===== src/rtl/spi_les_pkg.sv =====
// Shared definitions for the SPI master sequencer: FSM state encoding and
// default frame/clock-divider settings.
package spi_les_pkg;

    typedef enum logic [2:0] {
        IDLE  = 3'd0,
        SETUP = 3'd1,
        HIGH  = 3'd2,
        LOW   = 3'd3,
        HOLD  = 3'd4,
        DONE  = 3'd5
    } state_t;

    localparam int DEFAULT_WIDTH   = 8;
    localparam int DEFAULT_CLK_DIV = 2;

endpackage


===== src/rtl/spi_master_ctrl_shift_register.sv =====
// MSB-first parallel-load shift register; the MSB drives the serial output and
// the serial input enters at bit 0. A parallel load wins over a shift.
module shift_register #(
    parameter int WIDTH = spi_les_pkg::DEFAULT_WIDTH
) (
    input  logic             clk,
    input  logic             rst,
    input  logic             data_enable,
    input  logic [WIDTH-1:0] data_in,
    input  logic             shift_enable,
    input  logic             shift_in,
    output logic [WIDTH-1:0] data_out,
    output logic             shift_out
);

    logic [WIDTH-1:0] data_reg;
    logic [WIDTH-1:0] data_next;
    logic [WIDTH-1:0] chain;

    // chain[gi] is the value bit gi takes on a shift
    generate
        if (WIDTH == 1) begin : g_chain_one
            assign chain = shift_in;
        end else begin : g_chain_many
            assign chain = {data_reg[WIDTH-2:0], shift_in};
        end
    endgenerate

    genvar gi;
    generate
        for (gi = 0; gi < WIDTH; gi++) begin : g_bit
            assign data_next[gi] = data_enable  ? data_in[gi] :
                                   shift_enable ? chain[gi]   : data_reg[gi];
        end
    endgenerate

    always_ff @(posedge clk) begin
        if (rst) begin
            data_reg <= '0;
        end else begin
            data_reg <= data_next;
        end
    end

    assign data_out  = data_reg;
    assign shift_out = data_reg[WIDTH-1];

endmodule


===== src/rtl/spi_master_ctrl.sv =====
// SPI mode-0 master: accepts a word on a valid/ready port, clocks it out MSB
// first while capturing miso, and returns the received word as a one-cycle pulse.
module spi_master_ctrl
    import spi_les_pkg::*;
#(
    parameter int WIDTH   = DEFAULT_WIDTH,
    parameter int CLK_DIV = DEFAULT_CLK_DIV
) (
    input  logic             clk,
    input  logic             rst_n,
    input  logic             tx_valid,
    output logic             tx_ready,
    input  logic [WIDTH-1:0] tx_data,
    output logic             rx_valid,
    output logic [WIDTH-1:0] rx_data,
    output logic             busy,
    output logic             cs_n,
    output logic             sclk,
    output logic             mosi,
    input  logic             miso
);

    localparam int DIV_W = $clog2(CLK_DIV + 1);
    localparam int BIT_W = $clog2(WIDTH + 1);
    localparam logic [DIV_W-1:0] DIV_LAST = DIV_W'(CLK_DIV - 1);
    localparam logic [BIT_W-1:0] BIT_LAST = BIT_W'(WIDTH - 1);

    state_t           state_reg, state_next;
    logic [DIV_W-1:0] div_cnt_reg, div_cnt_next;
    logic [BIT_W-1:0] bit_cnt_reg, bit_cnt_next;
    logic             cs_n_reg, sclk_reg;
    logic             data_enable, shift_enable;
    logic             phase_end;

    shift_register #(.WIDTH(WIDTH)) u_shift (
        .clk          (clk),
        .rst          (~rst_n),
        .data_enable  (data_enable),
        .data_in      (tx_data),
        .shift_enable (shift_enable),
        .shift_in     (miso),
        .data_out     (rx_data),
        .shift_out    (mosi)
    );

    assign phase_end = (div_cnt_reg == DIV_LAST);

    always_comb begin
        state_next   = state_reg;
        div_cnt_next = div_cnt_reg;
        bit_cnt_next = bit_cnt_reg;
        data_enable  = 1'b0;
        shift_enable = 1'b0;
        tx_ready     = 1'b0;
        rx_valid     = 1'b0;
        unique case (state_reg)
            IDLE: begin
                tx_ready = 1'b1;
                if (tx_valid) begin
                    data_enable  = 1'b1;
                    state_next   = SETUP;
                    div_cnt_next = '0;
                    bit_cnt_next = '0;
                end
            end
            SETUP, LOW, HOLD: begin
                if (phase_end) begin
                    div_cnt_next = '0;
                    state_next   = (state_reg == HOLD) ? DONE : HIGH;
                end else begin
                    div_cnt_next = div_cnt_reg + 1'b1;
                end
            end
            HIGH: begin
                // last high cycle: sample miso and shift on the falling edge
                if (phase_end) begin
                    shift_enable = 1'b1;
                    div_cnt_next = '0;
                    bit_cnt_next = bit_cnt_reg + 1'b1;
                    state_next   = (bit_cnt_reg == BIT_LAST) ? HOLD : LOW;
                end else begin
                    div_cnt_next = div_cnt_reg + 1'b1;
                end
            end
            DONE: begin
                rx_valid   = 1'b1;
                state_next = IDLE;
            end
            default: state_next = IDLE;
        endcase
    end

    always_ff @(posedge clk) begin
        if (!rst_n) begin
            state_reg   <= IDLE;
            div_cnt_reg <= '0;
            bit_cnt_reg <= '0;
            cs_n_reg    <= 1'b1;
            sclk_reg    <= 1'b0;
        end else begin
            state_reg   <= state_next;
            div_cnt_reg <= div_cnt_next;
            bit_cnt_reg <= bit_cnt_next;
            // pin levels follow the state being entered so they are registered
            cs_n_reg    <= (state_next == IDLE) || (state_next == DONE);
            sclk_reg    <= (state_next == HIGH);
        end
    end

    assign cs_n = cs_n_reg;
    assign sclk = sclk_reg;
    assign busy = (state_reg != IDLE);

endmodule


===== config.mk =====
export PLATFORM = sky130hd
export DESIGN_NAME = spi_master_ctrl
export DESIGN_NICKNAME = d
export VERILOG_FILES = /design/src/rtl/spi_les_pkg.sv /design/src/rtl/spi_master_ctrl_shift_register.sv /design/src/rtl/spi_master_ctrl.sv
export SDC_FILE = /design/constraint.sdc
export NUM_CORES = 1
export LEC_CHECK = 0
export CORE_MARGIN = 2
export CORE_UTILIZATION = 30
export DETAILED_ROUTE_END_ITERATION = 16
export GPL_TIMING_DRIVEN = 0
export SLEW_MARGIN = 30
export SYNTH_ARGS = -nofsm -noshare
export SYNTH_HDL_FRONTEND = slang
export SYNTH_HIERARCHICAL = 1
export SYNTH_SLANG_ARGS = --single-unit

===== constraint.sdc =====
create_clock -name clk -period 2.7 [get_ports clk]
set_clock_uncertainty 0.15 [all_clocks]
set_input_delay 0.81 -clock clk [delete_from_list [all_inputs] [get_ports clk]]
set_output_delay 0.81 -clock clk [all_outputs]
set_load 0.05 [all_outputs]

==> results.txt <==
Least-Margin Pin Slew: 0.845 ns
Antenna Diode Count: 0
Max stage delay on crit path: 0.51 ns
Asr flop ratio synth: 0
CTS buffer count: 3
Post-synthesis cell area: 1020 µm²
CTS HTree Levels: 1
Fmax: 390 MHz
Largest net degree at the start of global routing: 12
Antenna viol nets, final: 0
Post-synth top area share: 0.374
Number of flops mapped to enable cells by yosys: 0
Initial Util: 0.310
Share of cells above drive strength 1: 0.138
# setup viols final: 0
Crit Path Class: flop to output pin
Clk_lat worst skew: 0.29 ns
Seq pwr share: 0.471
DP HPWL: 1730 µm
Design Power: 0.000677 W
Critical path cell sequence: buf_4 > nand2_1 > nor2_1 > clkdlybuf4s15_1
Yosys reg bits: 19
Fin crit share: 0.949
Total of max-cap violations: 0
Worst Hold Class: flop to flop
Post-route setup TNS: 0 ns
Final hold slack: 0.357 ns
IO buf count: 24
Grt total ovfl: 0
Hold Violations, Final: 0
Clock share of power: 0.207
Clk slew on worst S/H paths: 0.11 ns
Synthesized Nets: 123
Leakage power: 0.461 nW
TritonCTS clock tree: built
DRT Pass-1 Iters: 4
Switching Fraction: 0.348
Die width: 62.2 µm
Max rail drop VDD: 0.244 mV
CORE AREA: 3280 µm²
R2r worst-path depth: 3
Netlist cell types: 40
Mapped Avg Cell Area: 9.25 µm²
Number of fill cells in the layout: 324
Crit. Startpoint: state_reg[2]$_SDFF_PN0_
Cells taking the most area after synthesis: dfxtp_1 (37%), mux2i_1 (7.9%), a211oi_1 (6.6%), nor2b_1 (4.9%), nand2_1 (3.3%)
Die area: 3870 µm²
Internal power: 0.000441 W
Min cycle time layout: 2.56 ns
Via density: 4.72
DR WL/cell: 12.6 µm
Most frequent cell after synthesis: dfxtp_1
CP endpoint kind: output pin
Row cnt: 21
Psw: 0.000236 W
Largest area contributor in the netlist: dfxtp_1
Longest Clk Path Bufs: 2
Drt drc: 0
Power per Cell Area: 506 nW/µm²
Vias: 868
Pins over their slew limit: 0
First-pass GRT wire length: 4290 µm
Status: completed
Post-Synthesis Cells: 110
Clock sinks: 19
Hold Startpoint: bit_cnt_reg[1]$_SDFFE_PN0P_
IO Pins: 26
CP startpoint kind: flop
Synth top cells by count: dfxtp_1 (19), a211oi_1 (9), nand2_1 (9), mux2i_1 (8), nor2b_1 (8)
RSZ-0062 raised after global routing: yes
Max reg flops: 8
Crit path max fanout: 10
Top FF cell, synth: dfxtp_1
Worst slew margin: 0.435
Fin nets: 152
Post-CTS Setup Bufs: 0
Worst EP arrival: 1.60 ns
Initial antenna violation count: 0
Total GRT Usage: 0.134
Layout Area Growth over Synthesis: 31.6%
Vias in the first global route: 903
Synth warn: 6
Seq/Total Area, Yosys: 0.374
Logic pwr share: 0.323
R2R Path Start: state_reg[2]$_SDFF_PN0_
Detailed Route WL: 2320 µm
Req. time, crit path: 1.74 ns
WHS Path Cells: 2
GPL Wtd Cong: 0.727
Chip height: 62.2 µm
Root Driver: clkbuf_4
DRT iter0 DRCs: 25
CP max-delay cell: clkdlybuf4s15_1
## cell families after synthesis
kind of cell | count (synthesis) | share of synthesized area
simple gates | 42 | 0.260
compound gates | 27 | 0.187
flops | 19 | 0.374
buf+inv | 12 | 0.0738
mux | 9 | 0.0935
fa+ha+maj | 1 | 0.0123
## worst max-delay path: cells and delay by family, from the launching register on
kind / cells / cell delay (ns)
flip-flops: 1 / 0.45
buffers and inverters: 2 / 0.72
AND/OR/NAND/NOR: 2 / 0.14
## final cells by class
cell class | count | area, µm² | area share
multi-input cells | 79 | 562 | 0.420
plain buffers | 7 | 56.3 | 0.0421
repair buffers | 24 | 238 | 0.178
inverters | 5 | 18.8 | 0.0140
flip-flops and latches | 19 | 380 | 0.284
clock buffers | 4 | 26.3 | 0.0196
well taps | 46 | 57.6 | 0.0430
## timing repair
action,4_1_cts,5_1_grt
pin swaps,0,0
gates cloned,0,0
endpoints found under the setup margin,3,4
hold buffers,0,0
resized for setup,3,1
hold endpoints to repair,0,0
## cell usage in the layout, fill, tap and decap left out, types with 3 or more instances in the layout
cell type and instances:
inv_2 3, dfxtp_1 19, o21ai_1 3, a211oi_1 9
clkbuf_4 3, buf_6 3, nand2b_1 5, a21oi_1 6
nor2b_1 8, clkdlybuf4s50_1 21, nor2_1 3, mux2i_1 8
nand2_1 9
## per-stage QoR
stage	area (µm²)	cells	worst slack, ns	util
floorplan	1020	110	0.293	-
global placement	1320	180	-0.103	0.400
detailed placement	1320	180	-0.181	0.400
CTS	1340	184	0.0861	0.407
global route	1340	184	-0.0109	0.408
finish	1340	184	0.137	0.408
## metal layers
layer | GRT usage | share of wire
met1 | 0.181 | 0.49
met5 | 0 | 0
met2 | 0.215 | 0.45
met3 | 0.0290 | 0.051
met4 | 0.0417 | 0.0060
## path summary, 6_finish.rpt
kind                                       to  slack (ns)
max                                  rx_valid        0.14
min               bit_cnt_reg[1]$_SDFFE_PN0P_        0.36
max reg2reg  u_shift/data_out[5]$_SDFFE_PP0P_        0.84
min reg2reg       bit_cnt_reg[1]$_SDFFE_PN0P_        0.36
## power by group through the flow
stage          sequential, W  clock (W)  combinational, W
3_3_place_gp        0.000324          0          0.000221
3_5_place_dp        0.000325          0          0.000223
4_1_cts             0.000319   0.000148          0.000221
2_1_floorplan       0.000372          0          0.000101
6_report            0.000319   0.000140          0.000218
5_1_grt             0.000322   0.000158          0.000235
No activity file was read; power rests on OpenSTA's default activity.
